### config.mk
export PLATFORM = sky130hd
export DESIGN_NAME = mem_port_arbiter
export DESIGN_NICKNAME = d
export VERILOG_FILES = /design/src/rtl/mem_arb_pkg.sv /design/src/rtl/mem_arb_resp_tracker.sv /design/src/rtl/mem_port_arbiter.sv
export SDC_FILE = /design/constraint.sdc
export NUM_CORES = 1
export LEC_CHECK = 0
export ABC_AREA = 1
export BUFFER_PORTS_ARGS = -buffer_cell sky130_fd_sc_hd__buf_2
export CORE_ASPECT_RATIO = 0.75
export CORE_MARGIN = 2
export CORE_UTILIZATION = 35
export CTS_CLUSTER_DIAMETER = 100
export DETAILED_ROUTE_END_ITERATION = 8
export HOLD_SLACK_MARGIN = 0.05
export PLACE_DENSITY_LB_ADDON = 0.05
export SYNTH_ARGS = -nofsm -noshare
export SYNTH_HDL_FRONTEND = slang
export SYNTH_SLANG_ARGS = --single-unit
### constraint.sdc
create_clock -name clk -period 2.9 [get_ports clk]
set_input_delay 0.145 -clock clk [delete_from_list [all_inputs] [get_ports clk]]
set_output_delay 0.145 -clock clk [all_outputs]
set_load 0.03 [all_outputs]
### src/rtl/mem_arb_pkg.sv
// Shared types and constants for the fetch/data memory port arbiter.
package mem_arb_pkg;

  // Which requester a tracked read belongs to.
  typedef enum logic {
    OWNER_IF = 1'b0,
    OWNER_D  = 1'b1
  } owner_t;

  // RV32 access size/sign encodings as seen on funct3.
  localparam logic [2:0] FUNCT3_WORD = 3'b010;
  localparam logic [2:0] FUNCT3_LB   = 3'b000;
  localparam logic [2:0] FUNCT3_LH   = 3'b001;
  localparam logic [2:0] FUNCT3_LW   = 3'b010;
  localparam logic [2:0] FUNCT3_LBU  = 3'b100;
  localparam logic [2:0] FUNCT3_LHU  = 3'b101;
  localparam logic [2:0] FUNCT3_SB   = 3'b000;
  localparam logic [2:0] FUNCT3_SH   = 3'b001;
  localparam logic [2:0] FUNCT3_SW   = 3'b010;

  // Width of the data-grant streak counter.
  localparam int unsigned STREAK_W = 4;

  // Owner tag for a granted request: data wins whenever it holds the grant.
  function automatic owner_t grant_owner(input logic d_granted);
    return d_granted ? OWNER_D : OWNER_IF;
  endfunction

endpackage

### src/rtl/mem_arb_resp_tracker.sv
// Fixed-latency tracker of outstanding reads: one {valid, owner} slot per memory
// pipeline stage, so the tail slot lines up with read_data.
module mem_arb_resp_tracker
  import mem_arb_pkg::*;
#(
  parameter int unsigned DEPTH = 1
) (
  input  logic   clk,
  input  logic   rst_n,
  input  logic   i_push,
  input  owner_t i_owner,
  output logic   o_tail_valid,
  output owner_t o_tail_owner
);

  logic   r_valid [DEPTH];
  owner_t r_owner [DEPTH];

  // Shift every cycle; slot 0 takes this cycle's granted read (or a bubble).
  always_ff @(posedge clk) begin
    if (!rst_n) begin
      for (int unsigned i = 0; i < DEPTH; i++) begin
        r_valid[i] <= 1'b0;
        r_owner[i] <= OWNER_IF;
      end
    end else begin
      r_valid[0] <= i_push;
      r_owner[0] <= i_owner;
      for (int unsigned i = 1; i < DEPTH; i++) begin
        r_valid[i] <= r_valid[i-1];
        r_owner[i] <= r_owner[i-1];
      end
    end
  end

  assign o_tail_valid = r_valid[DEPTH-1];
  assign o_tail_owner = r_owner[DEPTH-1];

endmodule

### src/rtl/mem_port_arbiter.sv
// Single memory port shared between instruction fetch and load/store.
// Data has priority; a streak counter forces a fetch grant after MAX_DATA_STREAK
// consecutive data grants while fetch waits. Read responses are steered back to
// their owner by a fixed-latency tracker.
module mem_port_arbiter
  import mem_arb_pkg::*;
#(
  parameter int unsigned MEM_LATENCY     = 1,
  parameter int unsigned MAX_DATA_STREAK = 3
) (
  input  logic        clk,
  input  logic        rst_n,
  // fetch port
  input  logic        if_req,
  input  logic [31:0] if_addr,
  output logic        if_gnt,
  output logic        if_rvalid,
  output logic [31:0] if_rdata,
  // data port
  input  logic        d_req,
  input  logic        d_we,
  input  logic [2:0]  d_funct3,
  input  logic [31:0] d_addr,
  input  logic [31:0] d_wdata,
  output logic        d_gnt,
  output logic        d_rvalid,
  output logic [31:0] d_rdata,
  // memory side
  output logic        write_mem,
  output logic [2:0]  funct3,
  output logic [31:0] write_address,
  output logic [31:0] write_data,
  output logic [31:0] read_address,
  input  logic [31:0] read_data
);

  localparam logic [STREAK_W-1:0] STREAK_LIMIT = STREAK_W'(MAX_DATA_STREAK);

  logic [STREAK_W-1:0] r_streak;
  logic [STREAK_W-1:0] w_streak_next;
  logic                w_if_gnt;
  logic                w_d_gnt;
  logic                w_read_push;
  owner_t              w_push_owner;
  logic                w_tail_valid;
  owner_t              w_tail_owner;
  logic                w_if_resp;
  logic                w_d_resp;
  logic [31:0]         r_if_rdata;
  logic [31:0]         r_d_rdata;

  // Grant decision: data first unless fetch has waited out the streak limit.
  always_comb begin
    w_d_gnt  = rst_n & d_req & ~(if_req & (r_streak == STREAK_LIMIT));
    w_if_gnt = rst_n & if_req & ~w_d_gnt;
  end

  // Streak only counts data grants that made fetch wait.
  always_comb begin
    w_streak_next = r_streak;
    if (!if_req || w_if_gnt) begin
      w_streak_next = '0;
    end else if (w_d_gnt) begin
      w_streak_next = r_streak + 1'b1;
    end
  end

  // Streak counter register.
  always_ff @(posedge clk) begin
    if (!rst_n) begin
      r_streak <= '0;
    end else begin
      r_streak <= w_streak_next;
    end
  end

  // Memory-side signals follow the granted request; idle drives a quiet word read.
  always_comb begin
    write_mem     = 1'b0;
    funct3        = FUNCT3_WORD;
    write_address = '0;
    write_data    = '0;
    read_address  = '0;
    if (w_d_gnt) begin
      funct3 = d_funct3;
      if (d_we) begin
        write_mem     = 1'b1;
        write_address = d_addr;
        write_data    = d_wdata;
      end else begin
        read_address = d_addr;
      end
    end else if (w_if_gnt) begin
      read_address = if_addr;
    end
  end

  assign if_gnt = w_if_gnt;
  assign d_gnt  = w_d_gnt;

  // Stores never occupy a tracker slot, so they can never produce a response.
  assign w_read_push  = w_if_gnt | (w_d_gnt & ~d_we);
  assign w_push_owner = grant_owner(w_d_gnt);

  mem_arb_resp_tracker #(
    .DEPTH (MEM_LATENCY)
  ) u_tracker (
    .clk          (clk),
    .rst_n        (rst_n),
    .i_push       (w_read_push),
    .i_owner      (w_push_owner),
    .o_tail_valid (w_tail_valid),
    .o_tail_owner (w_tail_owner)
  );

  assign w_if_resp = w_tail_valid & (w_tail_owner == OWNER_IF);
  assign w_d_resp  = w_tail_valid & (w_tail_owner == OWNER_D);

  // Hold registers keep the last response; cleared on reset.
  always_ff @(posedge clk) begin
    if (!rst_n) begin
      r_if_rdata <= '0;
      r_d_rdata  <= '0;
    end else begin
      if (w_if_resp) r_if_rdata <= read_data;
      if (w_d_resp)  r_d_rdata  <= read_data;
    end
  end

  // Response cycle forwards live memory data so latency stays at MEM_LATENCY.
  always_comb begin
    if_rvalid = w_if_resp;
    d_rvalid  = w_d_resp;
    if_rdata  = w_if_resp ? read_data : r_if_rdata;
    d_rdata   = w_d_resp  ? read_data : r_d_rdata;
  end

endmodule

==> results of run 1 <==
cell type report:
class | instances | area (sq um) | area share
tap | 166 | 207.7 | 0.03363
inverter | 144 | 540.5 | 0.08752
timing repair buffer | 311 | 1589 | 0.2573
multi-input combinational | 440 | 2152 | 0.3485
clock buffer | 11 | 232.7 | 0.03768
sequential | 70 | 1401 | 0.2269
clock inverter | 5 | 50.05 | 0.008104
antenna | 1 | 2.502 | 0.0004052
flip-flops by register name, indices dropped and copies added (netlist names):
name	cells
r_d_rdata	32
r_streak	4
u_tracker.r_valid	1
r_if_rdata	32
u_tracker.r_owner	1
cell usage in the layout, fill, tap and decap left out, drive strengths merged:
cell,instances
inv,144
dfxtp,70
clkbuf,11
nand3,35
nor2,137
buf,311
diode,1
ha,1
clkinv,4
or2,2
xor2,1
nand2,167
o21ai,64
bufinv,1
nand4,32
xnor2,1
cell families (layout without fill, tap and decap cells):
logic type / count (synthesis) / count (layout) / synth area share
xor+xnor: 2 / 2 / 0.003947
other cells: 0 / 1 / 0
buf+inv: 194 / 471 / 0.2001
compound gates: 64 / 64 / 0.09921
fa+ha+maj: 1 / 1 / 0.002818
flops: 70 / 70 / 0.3157
simple gates: 373 / 373 / 0.3782
per-stage QoR:
step,hold slack [ps],util,power [W]
floorplan,287.2,-,0.001795
global placement,409.4,0.4770,0.002081
detailed placement,409.7,0.4770,0.002082
CTS,65.68,0.4999,0.003129
global route,77.23,0.5001,0.003269
finish,77.18,0.5001,0.003081
critical path: stages (launching register included):
cell     delay (ps)
dfxtp_1         350
ha_1            190
inv_1            50
nor2_1          100
nand2_2          70
nand2_2         320
buf_4           430
nor2_1          100
buf_2           190
power groups by stage:
stage / combinational, W / sequential, W / clock, W
floorplan: 0.000736 / 0.00106 / 0
global placement: 0.00102 / 0.00106 / 0
detailed placement: 0.00102 / 0.00106 / 0
CTS: 0.00102 / 0.00104 / 0.00106
global route: 0.00111 / 0.00105 / 0.00111
finish: 0.00101 / 0.00104 / 0.00103
final timing paths:
| path | startpoint | endpoint | cells past startpoint |
|---|---|---|---|
| setup / recovery | r_streak[0]$_SDFFE_PP0P_ | write_data[7] | 8 |
| hold reg to reg | r_streak[0]$_SDFFE_PP0P_ | r_streak[0]$_SDFFE_PP0P_ | 1 |
| setup reg to reg | u_tracker.r_owner[0]$_DFF_P_ | r_d_rdata[9]$_SDFF_PN0_ | 3 |
| hold / removal | read_data[21] | r_if_rdata[21]$_SDFF_PN0_ | 3 |
per-layer routing:
metal | track usage | routed length [um] | up-vias
li1 | - | - | 2661
met1 | 0.2473 | 6213 | 2074
met2 | 0.3444 | 6482 | 177
met3 | 0.06056 | 1082 | 19
met4 | 0.05587 | 195 | 0
met5 | 0 | 0 | -
==> summary.txt, run 1 <==
ranking of synthesized cells by area = dfxtp_1 32%, nand2_1 12%, inv_1 11%
Synth-to-Final Area Change = 39.12%
reg2reg setup slack = 1190 ps
Final Max Slew Viols = 0
part of the power in registers = 0.338
crit path kind = flip-flop to output port
TritonCTS clock tree = yes
Ys Warns = 0
most used flip-flop cell after synthesis = dfxtp_1
Core ar. = 12350 sq um
Mean Syn Cell Area = 6.306 sq um
PnR worst setup slack = 636.7 ps
Final Skew = 4.469 ps
Skew-Pair Late Insertion Delay = 320 ps
Post-synth top cells = 138 x nand2_1, 135 x inv_1, 109 x nor2_1
largest net degree at the start of global routing = 66
layout cells sized above 1 = 0.4343
Setup TNS = 0 ps
post-detail-place hpwl = 10630 um
worst path arrival time = 2120 ps
Routed WL = 13970 um
EDFF count, synth = 0
initial antenna violation count = 1
Nets = 1113
Lkg Pwr = 3.953 nW
Worst Path Required = 2760 ps
drt drc = 0
CTS Hold Buffers Added = 0
root buf cell = clkbuf_16
fill count = 1400
routability cong. = 0.8378
IO Pins = 304
final setup vio count = 0
Seq cells post-synth = 70
count leader, synth = nand2_1
TritonCTS Buffers = 9
Initial Util = 0.3595
min cycle time layout = 2263 ps
wire per inst = 12.17 um
startpoint types = flip-flop
Vias = 4931
switching pwr = 0.001087 W
Post-CTS Resized = 0
H-tree Lvls = 3
Post-CTS Setup Bufs = 0
drt pass-1 iters = 4
first-pass GRT wire length = 21890 um
# rows = 35
post-route cell area = 6176 sq um
Max rail drop VDD = 0.3079 mV
endpoints failing hold = 0
min-delay worst type = input port to flip-flop
Antenna Nets Post-Route = 0
Placed Area = 5891 sq um
post-synth top area share = 0.3157
DP Worst Slack = 965.5 ps
Pint = 0.001994 W
Tightest Pin Transition = 1067 ps
Max Freq = 441.8 MHz
Final Instance Count excl. Fillers = 1148
Cells after DPL = 1131
clk slew on worst S/H paths = 50 ps
RSZ-0062 raised after global routing = false
1st-iter DRT viols = 226
Final period util = 0.7804
Port Buffers = 303
Critical Path Fanout Max = 38
CTS sink count = 70
clock share of power = 0.333
Clock Path Buffers = 2
Setup crit end kind = output port
power per cell area = 498.9 nW/um^2
die width = 134.0 um
syn_nets = 841
Die ar. = 13610 sq um
slew margin rel. = 0.2885
Comb pwr share = 0.329
ys async rst share = 0
Via density = 4.295
outcome = complete, no violations
chip height = 101.5 um
Post-Synthesis Cells = 704
Synth area leader = dfxtp_1
sequential-to-total area share from yosys stat = 0.3157
Max-cap violations = 0
Mapped Area = 4439 sq um
GR Overflow Total = 0
GRT Total Usage = 0.2008
number of global-route vias before repair = 4449
Synth cell types = 25
Net Sw Frac = 0.3528
(Power assumes the default switching activity.)
==> run 2, diff against run 1 <==
--- a/config.mk
+++ b/config.mk
@@ -5,13 +5,12 @@
 export SDC_FILE = /design/constraint.sdc
 export NUM_CORES = 1
 export LEC_CHECK = 0
-export ABC_AREA = 1
+export ABC_AREA = 0
 export BUFFER_PORTS_ARGS = -buffer_cell sky130_fd_sc_hd__buf_2
-export CORE_ASPECT_RATIO = 0.75
-export CORE_MARGIN = 2
-export CORE_UTILIZATION = 35
+export CORE_AREA = 2 2 117 119
 export CTS_CLUSTER_DIAMETER = 100
 export DETAILED_ROUTE_END_ITERATION = 8
+export DIE_AREA = 0 0 119 121
 export HOLD_SLACK_MARGIN = 0.05
 export PLACE_DENSITY_LB_ADDON = 0.05
 export SYNTH_ARGS = -nofsm -noshare
==> constraint.sdc (replaced) <==
create_clock -name clk -period 1.9 [get_ports clk]
set_input_delay 0.095 -clock clk [delete_from_list [all_inputs] [get_ports clk]]
set_output_delay 0.095 -clock clk [all_outputs]
set_load 0.03 [all_outputs]
==> run 2 against run 1 <==
  * The flow now finishes with violations (negative setup slack)
  * Critical path depth shrank 1
  * Power is 50% higher
  * Synthesized cell count fell by 51%
  * Clock power up 77%
  * Global-route usage is 0.24 points higher
  * Critical path type unchanged
==> summary.txt, run 2 <==
Core ar. = 13090 sq um
DP Worst Slack = 7.160 ps
GRT Total Usage = 0.2032
Max rail drop VDD = 0.3687 mV
Nets = 802
final setup vio count = 98
most used flip-flop cell after synthesis = dfxtp_1
Hold Path Sink = r_streak[3]$_SDFFE_PP0P_
fill count = 1231
Critical R2R Capture = r_streak[0]$_SDFFE_PP0P_
# rows = 42
CTS sink count = 70
Via density = 4.515
startpoint types = flip-flop
Worst Path Required = 1800 ps
slew margin rel. = 0.7598
Post-Synthesis Cells = 346
Diodes inserted = 0
Port Buffers = 303
Cells after DPL = 807
drt pass-1 iters = 4
Final period util = 1.118
cell mode on critical path = buf_6
Mean Syn Cell Area = 10.37 sq um
Ys Warns = 0
Routed WL = 15080 um
count leader, synth = and2_1
Final Instance Count excl. Fillers = 846
die width = 119 um
r2r worst-path depth = 5
clk slew on worst S/H paths = 60 ps
sequential-to-total area share from yosys stat = 0.3905
post-detail-place hpwl = 10350 um
Antenna Nets Post-Route = 0
hold slack = 89.43 ps
number of global-route vias before repair = 3935
initial antenna violation count = 0
commonest non-fill, non-tap cell in the layout = buf_2
1st-iter DRT viols = 190
critical path's slowest cell = or3b_4
Setup crit end kind = output port
Clock Path Buffers = 2
Tightest Pin Transition = 359.4 ps
layout cells sized above 1 = 0.7493
endpoints failing hold = 0
Synth cell types = 25
failing checks = negative setup slack
Post-synth top cells = 130 x and2_1, 70 x dfxtp_1, 64 x mux2_2
Critical Path Max Stage Delay = 390 ps
Reg-to-Reg Start = r_streak[0]$_SDFFE_PP0P_
Mapped Area = 3588 sq um
HP Start = if_req
IO Pins = 304
wire per inst = 17.83 um
Skew-Pair Late Insertion Delay = 330 ps
total power = 0.004609 W
post-synth top area share = 0.3905
CP cell instances = ha_4 -> or3b_4 -> a21oi_4 -> buf_6 -> buf_12 -> a22o_1 -> buf_6
TritonCTS clock tree = yes
Seq cells post-synth = 70
root buf cell = clkbuf_16
min-delay worst type = input port to flip-flop
WHS Path Cells = 2
outcome = finished, violations left
GR Overflow Total = 0
reg2reg setup slack = 470 ps
routability cong. = 0.8507
syn_nets = 483
drt drc = 0
area of the multi-input gates = 2238 sq um
RSZ-0062 raised after global routing = true
Critical Path Fanout Max = 8
worst path arrival time = 2030 ps
Synth-to-Final Area Change = 88.28%
Vias = 3820
chip height = 121 um
Die ar. = 14400 sq um
ys async rst share = 0
Final Max Slew Viols = 0
Largest regs = r_d_rdata (32), r_if_rdata (32), r_streak (4)
crit path kind = flip-flop to output port
H-tree Lvls = 3
EDFF count, synth = 0
PnR worst setup slack = -225.1 ps
min cycle time layout = 2125 ps
Max-cap violations = 0
Initial Util = 0.2742
most frequent cells in the layout = 203 x buf_2, 96 x buf_6, 68 x dfxtp_1
TritonCTS Buffers = 9
largest net degree at the start of global routing = 37
power per cell area = 682.2 nW/um^2
Final Skew = 5.309 ps
Max Freq = 470.6 MHz
Storage cell area = 1404 sq um
Synth area leader = dfxtp_1
first-pass GRT wire length = 22230 um
Lkg Pwr = 3.495 nW
ranking of synthesized cells by area = dfxtp_1 39%, and2_1 23%, mux2_2 20%
CTS Hold Buffers Added = 0
-- run 2: cell count changes after synthesis, sizes merged, moves of 10 or more --
cell    delta
a22o      +32
mux2      +64
and2     +130
nor2     -134
buf       -10
nand3     -34
inv      -143
nand4     -32
o21ai     -63
clkbuf    -13
nand2    -164
-- run 2: critical path, delay by kind of cell, from the launching register on --
family	cells	cell delay, ps
AOI/OAI and AO/OA	2	410
adders and majority gates	1	140
buffers and inverters	3	400
DFF	1	360
and+or+nand+nor	1	390
-- run 2: logic make-up (layout without fill, tap and decap cells) --
group / Yosys count / in the layout / synth area share
mux: 64 / 64 / 0.2008
simple gates: 147 / 147 / 0.2622
fa+ha+maj: 1 / 1 / 0.003486
xor+xnor: 2 / 2 / 0.004882
flops: 70 / 70 / 0.3905
buf+inv: 28 / 352 / 0.04986
compound gates: 34 / 34 / 0.08822
-- run 2: where the power goes --
part	internal (W)	total, W	leakage, nW	switching, W
sequential	0.00153	0.00154	0.571	0.0000151
clock	0.00119	0.00182	0.160	0.000631
combinational	0.000555	0.00125	2.76	0.000691
-- run 2: worst max-delay path by stage --
| stage | start | endpoint |
|---|---|---|
| after detailed placement | r_streak[0]$_SDFFE_PP0P_ | read_address[9] |
| after global routing | r_streak[1]$_SDFFE_PP0P_ | read_address[2] |
| final | r_streak[0]$_SDFFE_PP0P_ | read_address[2] |
| after global placement | r_streak[0]$_SDFFE_PP0P_ | read_address[9] |
| after floorplan | r_streak[0]$_SDFFE_PP0P_ | funct3[0] |
| after CTS | r_streak[0]$_SDFFE_PP0P_ | read_address[18] |
-- run 2: final cells by class --
class	instances	share of cell area
inverter	1	0.0005556
tap	176	0.03259
sequential	70	0.2078
clock buffer	11	0.03593
timing repair buffer	335	0.3796
clock inverter	5	0.01222
multi-input combinational	248	0.3313
-- run 2: metrics by stage --
stage / setup TNS (ps) / util / instance area, sq um
after global routing: -20050 / 0.5164 / 6756
after CTS: -11980 / 0.5164 / 6756
after floorplan: 0 / - / 3588
after detailed placement: 0 / 0.4022 / 5263
after global placement: 0 / 0.4022 / 5263
final: -13410 / 0.5164 / 6756
-- run 2: metal layers --
metal / GRT usage / share of wire / up-vias
li1: - / - / 1811
met1: 0.2172 / 0.36 / 1803
met2: 0.3689 / 0.53 / 170
met3: 0.04934 / 0.069 / 36
met4: 0.1086 / 0.041 / 0
met5: 0 / 0 / -
-- run 2: timing repair --
action	CTS	global route
gates cloned	9	0
setup buffers	17	2
setup endpoints to repair	97	117
pin swaps	60	25
resized for setup	263	27
